===== config.mk =====
export PLATFORM = sky130hd
export DESIGN_NAME = studio2_mem_arbiter
export DESIGN_NICKNAME = d
export VERILOG_FILES = /design/src/rtl/studio2_pkg.sv /design/src/rtl/studio2_addr_decode.sv /design/src/rtl/studio2_mem_arbiter.sv
export SDC_FILE = /design/constraint.sdc
export NUM_CORES = 1
export LEC_CHECK = 0
export BUFFER_PORTS_ARGS = -buffer_cell sky130_fd_sc_hd__buf_4
export CAP_MARGIN = 10
export CORE_UTILIZATION = 44
export DETAILED_ROUTE_END_ITERATION = 10
export PLACE_DENSITY = 0.72
export SYNTH_ARGS = -nofsm -noshare
export SYNTH_HDL_FRONTEND = slang
export SYNTH_SLANG_ARGS = --single-unit

===== constraint.sdc =====
create_clock -name clk -period 3 [get_ports clk]
set_input_delay 0.45 -clock clk [delete_from_list [all_inputs] [get_ports clk]]
set_output_delay 0.45 -clock clk [all_outputs]
set_load 0.01 [all_outputs]

===== src/rtl/studio2_pkg.sv =====
// Shared types and memory-map constants for the Studio II memory arbiter.
package studio2_pkg;

    typedef enum logic [1:0] {
        REG_ROM,
        REG_RAM,
        REG_MCART,
        REG_OOR
    } region_t;

    typedef enum logic [1:0] {
        GNT_NONE,
        GNT_CPU,
        GNT_DMA,
        GNT_LD
    } grant_t;

    typedef enum logic [1:0] {
        ST_IDLE,
        ST_ISSUE,
        ST_DONE
    } state_t;

    // Region boundaries of the console memory map (each is the first address of a region)
    localparam logic [15:0] RAM_BASE    = 16'h0800;
    localparam logic [15:0] MCART0_BASE = 16'h0A00;
    localparam logic [15:0] MIRROR_BASE = 16'h0C00;
    localparam logic [15:0] MCART1_BASE = 16'h0E00;
    localparam logic [15:0] OOR_BASE    = 16'h1000;

    // The 0C00-0DFF window is the 0800-09FF RAM with address bit 10 set
    function automatic logic [11:0] fold_mirror(input logic [11:0] a);
        return a & ~12'h400;
    endfunction

endpackage


===== src/rtl/studio2_addr_decode.sv =====
// Combinational memory-map decode: classifies a CPU/DMA address, folds the
// RAM mirror onto its physical location and decides whether the access may proceed.
module studio2_addr_decode
    import studio2_pkg::*;
#(
    parameter bit MCART_WR = 1'b0
) (
    input  logic [15:0] addr,
    input  logic        wr,
    output region_t     region,
    output logic [11:0] phys_addr,
    output logic        allowed
);

    // Range compare chain, lowest region first
    always_comb begin
        region    = REG_OOR;
        phys_addr = addr[11:0];
        allowed   = 1'b0;
        if (addr >= OOR_BASE) begin
            region  = REG_OOR;
            allowed = 1'b0;
        end else if (addr < RAM_BASE) begin
            region  = REG_ROM;
            allowed = !wr;
        end else if (addr < MCART0_BASE) begin
            region  = REG_RAM;
            allowed = 1'b1;
        end else if (addr < MIRROR_BASE) begin
            region  = REG_MCART;
            allowed = !wr || MCART_WR;
        end else if (addr < MCART1_BASE) begin
            region    = REG_RAM;
            phys_addr = fold_mirror(addr[11:0]);
            allowed   = 1'b1;
        end else begin
            region  = REG_MCART;
            allowed = !wr || MCART_WR;
        end
    end

endmodule


===== src/rtl/studio2_mem_arbiter.sv =====
// Three-way arbiter (loader, video DMA, CPU) in front of the single 4 KiB
// Studio II memory. One access at a time: IDLE (arbitrate) -> ISSUE (memory
// strobe) -> DONE (ack + read data).
module studio2_mem_arbiter
    import studio2_pkg::*;
#(
    parameter bit         MCART_WR = 1'b0,
    parameter logic [7:0] OOR_DATA = 8'hFF
) (
    input  logic        clk,
    input  logic        reset,

    input  logic        cpu_req,
    input  logic        cpu_wr,
    input  logic [15:0] cpu_addr,
    input  logic [7:0]  cpu_wdata,
    output logic        cpu_ack,
    output logic [7:0]  cpu_rdata,

    input  logic        dma_req,
    input  logic [15:0] dma_addr,
    output logic        dma_ack,
    output logic [7:0]  dma_rdata,

    input  logic        ld_active,
    input  logic        ld_wr,
    input  logic [11:0] ld_addr,
    input  logic [7:0]  ld_data,

    output logic        mem_ce,
    output logic        mem_wr,
    output logic [11:0] mem_addr,
    output logic [7:0]  mem_din,
    input  logic [7:0]  mem_q,

    output logic        bad_access
);

    state_t      state;
    grant_t      grant;
    grant_t      pick;
    logic        rr_cpu;

    logic        ld_pend;
    logic        ld_capture;
    logic [11:0] ld_pend_addr;
    logic [7:0]  ld_pend_data;

    logic [15:0] dec_addr;
    logic        dec_wr;
    region_t     dec_region;
    logic [11:0] dec_phys;
    logic        dec_allowed;

    logic [11:0] nxt_phys;
    logic [7:0]  nxt_wdata;
    logic        nxt_wr;
    logic        nxt_legal;
    logic        nxt_oor;

    logic        acc_legal;
    logic        acc_oor;
    logic [7:0]  rd_now;
    logic [7:0]  cpu_rdata_q;
    logic [7:0]  dma_rdata_q;

    // Winner selection: loader first, then CPU/DMA by round-robin unless a download is running
    always_comb begin
        pick = GNT_NONE;
        if (ld_pend || ld_wr) begin
            pick = GNT_LD;
        end else if (!ld_active) begin
            if (cpu_req && dma_req) begin
                pick = rr_cpu ? GNT_CPU : GNT_DMA;
            end else if (cpu_req) begin
                pick = GNT_CPU;
            end else if (dma_req) begin
                pick = GNT_DMA;
            end
        end
    end

    assign dec_addr = (pick == GNT_CPU) ? cpu_addr : dma_addr;
    assign dec_wr   = (pick == GNT_CPU) && cpu_wr;

    studio2_addr_decode #(
        .MCART_WR (MCART_WR)
    ) u_decode (
        .addr      (dec_addr),
        .wr        (dec_wr),
        .region    (dec_region),
        .phys_addr (dec_phys),
        .allowed   (dec_allowed)
    );

    // Next access descriptor; loader writes skip the decoder and always land
    always_comb begin
        nxt_phys  = dec_phys;
        nxt_wdata = cpu_wdata;
        nxt_wr    = dec_wr;
        nxt_legal = dec_allowed;
        nxt_oor   = (dec_region == REG_OOR);
        if (pick == GNT_LD) begin
            nxt_phys  = ld_pend ? ld_pend_addr : ld_addr;
            nxt_wdata = ld_pend ? ld_pend_data : ld_data;
            nxt_wr    = 1'b1;
            nxt_legal = 1'b1;
            nxt_oor   = 1'b0;
        end
    end

    // A loader strobe that cannot be taken this cycle is parked for the next IDLE
    assign ld_capture = ld_wr && ((state != ST_IDLE) || ld_pend);

    // The memory returns data in the DONE cycle, so the ack cycle forwards it directly
    assign rd_now    = acc_oor ? OOR_DATA : mem_q;
    assign cpu_rdata = cpu_ack ? rd_now : cpu_rdata_q;
    assign dma_rdata = dma_ack ? rd_now : dma_rdata_q;

    // Access sequencer, grant/round-robin bookkeeping and all registered outputs
    always_ff @(posedge clk) begin
        if (reset) begin
            state       <= ST_IDLE;
            grant       <= GNT_NONE;
            rr_cpu      <= 1'b1;
            ld_pend     <= 1'b0;
            mem_ce      <= 1'b0;
            mem_wr      <= 1'b0;
            mem_addr    <= '0;
            mem_din     <= '0;
            cpu_ack     <= 1'b0;
            dma_ack     <= 1'b0;
            bad_access  <= 1'b0;
            cpu_rdata_q <= '0;
            dma_rdata_q <= '0;
        end else begin
            if (ld_capture) begin
                ld_pend <= 1'b1;
            end else if ((state == ST_IDLE) && ld_pend) begin
                ld_pend <= 1'b0;
            end

            case (state)
                ST_IDLE: begin
                    if (pick != GNT_NONE) begin
                        state    <= ST_ISSUE;
                        grant    <= pick;
                        mem_ce   <= nxt_legal;
                        mem_wr   <= nxt_wr && nxt_legal;
                        mem_addr <= nxt_phys;
                        mem_din  <= nxt_wdata;
                        if (pick == GNT_CPU) begin
                            rr_cpu <= 1'b0;
                        end else if (pick == GNT_DMA) begin
                            rr_cpu <= 1'b1;
                        end
                    end
                end
                ST_ISSUE: begin
                    state      <= ST_DONE;
                    mem_ce     <= 1'b0;
                    mem_wr     <= 1'b0;
                    cpu_ack    <= (grant == GNT_CPU);
                    dma_ack    <= (grant == GNT_DMA);
                    bad_access <= !acc_legal;
                end
                ST_DONE: begin
                    state      <= ST_IDLE;
                    grant      <= GNT_NONE;
                    cpu_ack    <= 1'b0;
                    dma_ack    <= 1'b0;
                    bad_access <= 1'b0;
                    if (cpu_ack) begin
                        cpu_rdata_q <= rd_now;
                    end
                    if (dma_ack) begin
                        dma_rdata_q <= rd_now;
                    end
                end
                default: begin
                    state <= ST_IDLE;
                    grant <= GNT_NONE;
                end
            endcase
        end
    end

    // Per-access attributes and the parked loader write (data only, no reset needed)
    always_ff @(posedge clk) begin
        if ((state == ST_IDLE) && (pick != GNT_NONE)) begin
            acc_legal <= nxt_legal;
            acc_oor   <= nxt_oor;
        end
        if (ld_capture) begin
            ld_pend_addr <= ld_addr;
            ld_pend_data <= ld_data;
        end
    end

endmodule


==> results.yml, run 1 <==
run_status:
  status: "finished, final reports clean"
die:
  rows: 31
  die_h_um: 89.2
  io_pins: 116
  coreArea_um2: 7290
  initial_core_util: 0.458
  die_area_um2: 7950
  dieWidth_um: 89.2
synth:
  synth_most_common_cell: "nor2_1"
  async_reset_ff_frac: 0
  synth_warnings: 0
  synth-adder-area-share: 0.0225
  synth_flop_cell: "dfxtp_1"
  synth_cell_types: 41
  synth_top_family_by_area: "multiplexers"
  yosysTopAreaCellShare: 0.282
  avgSynthCellArea_um2: 9.49
  yosys.area_share.simple: 0.151
  synth_fp_nets: 433
  synth_cells: 352
  synth-seq-cells: 69
  synth_xor_area_frac: 0
  synth_largest_area_cell: "dfxtp_1"
  synth_commonest_cells: "69 x nor2_1, 47 x dfxtp_1, 39 x a21oi_1, 39 x mux2i_1, 29 x nand2_1"
  synth_area_leaders: "dfxtp_1 28%, edfxtp_1 20%, mux2i_1 12%"
  synth_seq_area_share: 0.479
  synth_edf_count: 22
  synth_compound_area_frac: 0.141
  synthMuxAreaShare: 0.157
  syn_area_um2: 3340
clock_tree:
  cts_made_buffers: 9
  clk_latency_ns: 0.33
  cts.clk_slew.worst_paths_ns: 0.07
  clockBufferDepth: 2
  cts.sinks: 69
  post-cts-setup-buffers: 0
  postCtsHoldBufs: 0
  clockRootBuffer: "clkbuf_8"
  cts_resized: 0
  tritoncts: "yes"
  h-tree-depth: 3
final_layout:
  final_area_um2: 4420
  nets: 537
  area_growth_pct: 32.3
  diodes: 0
  drive_above_1_share: 0.336
worst_setup_path:
  worst-setup-path-type: "flip-flop to flip-flop"
  worst-endpoint-required_ns: 3.20
  arrival_ns: 2.51
  end_kind: "flip-flop"
  crit_fanout: 10
  cp-start-kind: "flip-flop"
global_routing:
  antenna_found_initial: 0
  grt_max_degree: 48
  grt_pass1_vias: 2789
  overflow: 0
  gr-usage-all-layers: 0.217
  grt_pass1_wl_um: 13000
min_path:
  hold_class: "primary input to flip-flop"
sta:
  tns_ns: 0
  hold_viol: 0
  hold_ws_ns: 0.298
  skew_ns: 0.00718
  drv_slew: 0
  slew_headroom: 0.607
  post-route-min-period_ns: 2.31
  rsz0062_at_grt: "false"
  tightest_slew_ns: 0.589
  fin_crit_sh: 0.770
  clock.fmax_mhz: 433
  finalWorstSetupSlack_ns: 0.691
  setup_viol: 0
route:
  vias: 2862
  drt-initial-drc-count: 136
  antenna_left: 0
  wl_per_cell_um: 14.6
  viasPerCell: 5.11
  drc_errors: 0
  wirelength_um: 8160
  firstDrtPassIters: 5
placement:
  place.port_buffers: 115
  hpwl_um: 5790
  placed_area_um2: 4240
  place_ws_ns: 0.522
  routabilityCongestion: 0.815
power:
  p_leak_nw: 1.85
  p_per_area_nw_per_um2: 552
  vdd_drop_max_v: 0.000387
job:
  maxCapViolations: 0
-- through the flow --
stage,utilization,instances,total power [W]
floorplan,-,352,0.00152
global placement,0.582,544,0.00176
detailed placement,0.582,544,0.00178
CTS,0.606,560,0.00247
global route,0.606,560,0.00258
finish,0.606,560,0.00244
-- registers in the layout, summed over array words and instances (netlist names), 2 cells and up --
signal,count
state,2
dma_rdata_q,8
mem_addr,12
grant,2
mem_din,8
ld_pend_addr,12
cpu_rdata_q,8
ld_pend_data,8
-- layout make-up --
type	count	area, um2
fillers	665	2870
flip-flops and latches	69	1600
multi-input cells	247	1580
repair buffers	121	908
clock buffers	12	155
well taps	99	124
inverters	8	30.0
clock inverters	4	21.3
-- power by group --
part / switching (W) / total (W) / internal, W
Combinational: 0.000329 / 0.000634 / 0.000305
Clock: 0.000341 / 0.000683 / 0.000342
Sequential: 0.0000605 / 0.00112 / 0.00106
-- critical path, stage by stage, from the launching register on --
cell and delay (ns):
dfxtp_1 0.36, nand2_1 0.06, a311o_1 0.39, inv_1 0.10, ha_1 0.37, buf_4 0.28, mux2_2 0.36, o211ai_1 0.17
a21oi_1 0.08
-- final timing paths --
check / slack (ns) / cells after the start / end / startpoint
worst max-delay path: 0.69 / 8 / mem_addr[5] / rr_cpu
worst min-delay path: 0.30 / 1 / ld_pend_addr[2] / ld_addr[2]
worst max register to register: 0.69 / 8 / mem_addr[5] / rr_cpu
worst min register to register: 0.46 / 2 / mem_addr[8] / mem_addr[8]
-- cell usage in the layout (no fill, tap or decap), types with 2 or more instances in the layout --
master	n
a211oi_1	8
a21oi_1	39
a22oi_1	2
a311o_1	2
buf_4	121
clkbuf_8	11
clkinv_2	3
dfxtp_1	47
edfxtp_1	22
ha_1	6
inv_1	7
mux2_2	11
mux2i_1	39
nand2_1	29
nand2b_1	4
nand3_1	2
nor2_1	69
nor3_1	2
nor3b_1	2
o211ai_1	12
o22ai_1	2
-- cells by family after synthesis --
logic type | after synthesis
AOI/OAI and AO/OA | 73
adders and majority gates | 6
buffers and inverters | 36
muxes | 51
and+or+nand+nor | 117
DFF | 69
-- per-layer routing --
| layer | vias up | global-route usage | routed length [um] |
|---|---|---|---|
| li1 | 1451 | - | - |
| met1 | 1338 | 0.259 | 3580 |
| met2 | 68 | 0.378 | 4120 |
| met3 | 5 | 0.0628 | 377 |
| met4 | 0 | 0.0649 | 76 |
| met5 | - | 0 | 0 |
(Power assumes the default switching activity.)
==> inputs of run 2 (changes only) <==
--- a/config.mk
+++ b/config.mk
@@ -5,11 +5,12 @@
 export SDC_FILE = /design/constraint.sdc
 export NUM_CORES = 1
 export LEC_CHECK = 0
+export ABC_AREA = 1
 export BUFFER_PORTS_ARGS = -buffer_cell sky130_fd_sc_hd__buf_4
 export CAP_MARGIN = 10
 export CORE_UTILIZATION = 44
 export DETAILED_ROUTE_END_ITERATION = 10
-export PLACE_DENSITY = 0.72
+export PLACE_DENSITY = 0.75
 export SYNTH_ARGS = -nofsm -noshare
 export SYNTH_HDL_FRONTEND = slang
 export SYNTH_SLANG_ARGS = --single-unit
==> constraint.sdc (replaced) <==
create_clock -name clk -period 2 [get_ports clk]
set_input_delay 0.3 -clock clk [delete_from_list [all_inputs] [get_ports clk]]
set_output_delay 0.3 -clock clk [all_outputs]
set_load 0.01 [all_outputs]
==> results.yml, run 2 <==
power:
  p_leak_nw: 2.18
  p_per_area_nw_per_um2: 900
  p_seq_frac: 0.431
  vdd_drop_max_v: 0.000425
  p_int_w: 0.00279
  netSwitchingFraction: 0.312
  clkPwrFrac: 0.288
  p_switching_w: 0.00127
  combPwrFrac: 0.281
synth:
  synth-seq-cells: 69
  synth_most_common_cell: "nor2_1"
  synth_commonest_cells: "76 x nor2_1, 71 x o21ai_0, 48 x nand2_1"
  synth_edf_count: 22
  syn_area_um2: 3300
  synth_flop_cell: "dfxtp_1"
  yosysTopAreaCellShare: 0.285
  synth_fp_nets: 510
  synth_cell_types: 28
  avgSynthCellArea_um2: 7.70
  synth_largest_area_cell: "dfxtp_1"
  synth_seq_area_share: 0.485
  async_reset_ff_frac: 0
  synth_cells: 429
  synth_area_leaders: "dfxtp_1 28%, edfxtp_1 20%, o21ai_0 11%"
  synth_warnings: 0
final_layout:
  finalNonFillerCells: 648
  final_area_um2: 4500
  nets: 625
  final_cell_mix: "127 x buf_4, 76 x nor2_1, 71 x o21ai_0, 47 x nand2_1, 47 x inv_1"
  seqCellArea_um2: 1600
  area_growth_pct: 36.3
  utilization: 0.621
  nFillCells: 681
  drive_above_1_share: 0.286
  mostFrequentLayoutCell: "buf_4"
  multi_input_area_um2: 1370
  top_regs: "ld_pend_addr x12, mem_addr x12"
  diodes: 0
route:
  wirelength_um: 8590
  drc_errors: 0
  antenna_left: 0
  firstDrtPassIters: 4
  vias: 3253
  viasPerCell: 5.02
  drt-initial-drc-count: 188
  wl_per_cell_um: 13.3
die:
  dieWidth_um: 88.7
  io_pins: 116
  coreArea_um2: 7250
  die_area_um2: 7860
  initial_core_util: 0.456
  rows: 31
  die_h_um: 88.7
clock_tree:
  cts.clk_slew.worst_paths_ns: 0.08
  clockRootBuffer: "clkbuf_8"
  clk_latency_ns: 0.35
  postCtsHoldBufs: 0
  cts.sinks: 69
  tritoncts: "yes"
  cts_made_buffers: 9
  clockBufferDepth: 2
  h-tree-depth: 3
worst_setup_path:
  cp-start-kind: "flip-flop"
  worst-endpoint-required_ns: 1.70
  crit_fanout: 8
  arrival_ns: 1.54
  crit_start: "acc_oor"
  end_kind: "output port"
  reg2reg_slack_ns: 0.19
  r2r-start: "rr_cpu"
  worst-setup-path-type: "flip-flop to output port"
sta:
  skew_ns: 0.0165
  setup_viol: 0
  hold_ws_ns: 0.133
  drv_slew: 0
  post-route-min-period_ns: 1.84
  clock.fmax_mhz: 543
  tightest_slew_ns: 0.619
  fin_crit_sh: 0.921
  hold_viol: 0
  slew_headroom: 0.587
global_routing:
  gr-usage-all-layers: 0.228
  grt_pass1_wl_um: 13600
  grt_pass1_vias: 2946
  grt_max_degree: 29
  overflow: 0
  antenna_found_initial: 0
placement:
  placed_area_um2: 4250
  hpwl_um: 6180
  place.port_buffers: 115
  dp.cells: 630
  routabilityCongestion: 0.852
min_path:
  hp-start: "ld_data[0]"
  hold_class: "primary input to flip-flop"
job:
  maxCapViolations: 0
run_status:
  status: "finished, final reports clean"
==> run 2: cell count changes in the layout (fill, tap and decap cells not counted), moves of 6 or more <==
cell and change:
o22ai_1 +8, mux2_2 -11, o21ai_1 +11, inv_1 +40, a211oi_1 -6, o21ai_0 +70
nor2_1 +7, nand2_1 +18, mux2i_1 -39, buf_4 +6, o211ai_1 -12
==> run 2: cell type report <==
cell class                      instances  area share
Clock buffer                           12      0.0417
Multi-Input combinational cell        284       0.305
Timing Repair Buffer                  129       0.221
Sequential cell                        69       0.356
Tap cell                               99      0.0275
Inverter                               51      0.0442
Clock inverter                          4     0.00556
==> run 2: worst paths after layout <==
path         cells after the start         endpoint
max                              5     cpu_rdata[6]
min                              1  ld_pend_data[0]
max reg2reg                     12        acc_legal
min reg2reg                      2         grant[0]
==> run 2: kinds of logic after synthesis <==
| family | count (synthesis) | share of synthesized area |
|---|---|---|
| DFF | 69 | 0.485 |
| AOI/OAI and AO/OA | 142 | 0.223 |
| buffers and inverters | 76 | 0.107 |
| adders and majority gates | 6 | 0.0227 |
| and+or+nand+nor | 136 | 0.162 |
==> run 2: power by group through the flow <==
stage          clock network, W  registers (W)  logic, W
2_1_floorplan                 0        0.00178  0.000623
3_3_place_gp                  0        0.00177   0.00111
3_5_place_dp                  0        0.00178   0.00113
4_1_cts                 0.00120        0.00175   0.00113
5_1_grt                 0.00126        0.00176   0.00128
6_report                0.00117        0.00175   0.00114
==> run 2: what timing repair did <==
item / in CTS / in global routing
setup buffers: 0 / 2
endpoints found under the setup margin: 0 / 25
gates resized for setup: 0 / 7
==> run 2: per-layer routing <==
metal / GRT usage / wire (um) / vias up
met5: 0 / 0 / -
li1: - / - / 1651
met1: 0.312 / 3960 / 1454
met2: 0.347 / 3880 / 135
met3: 0.0616 / 635 / 13
met4: 0.0836 / 116 / 0
==> run 2: metrics by stage <==
stage	setup TNS, ns	setup slack (ns)	total power, W
floorplan	0	0.277	0.00240
global placement	0	0.0519	0.00288
detailed placement	-0.0357	-0.0357	0.00290
CTS	0	0.0369	0.00408
global route	-0.00692	-0.00471	0.00430
finish	0	0.159	0.00406
==> run 2: worst max-delay path, cell delays in order (launching register included) <==
cell and delay, ns:
edfxtp_1 0.53, nor2_1 0.22, nand2_1 0.06, o21ai_0 0.13
inv_1 0.11, buf_4 0.16
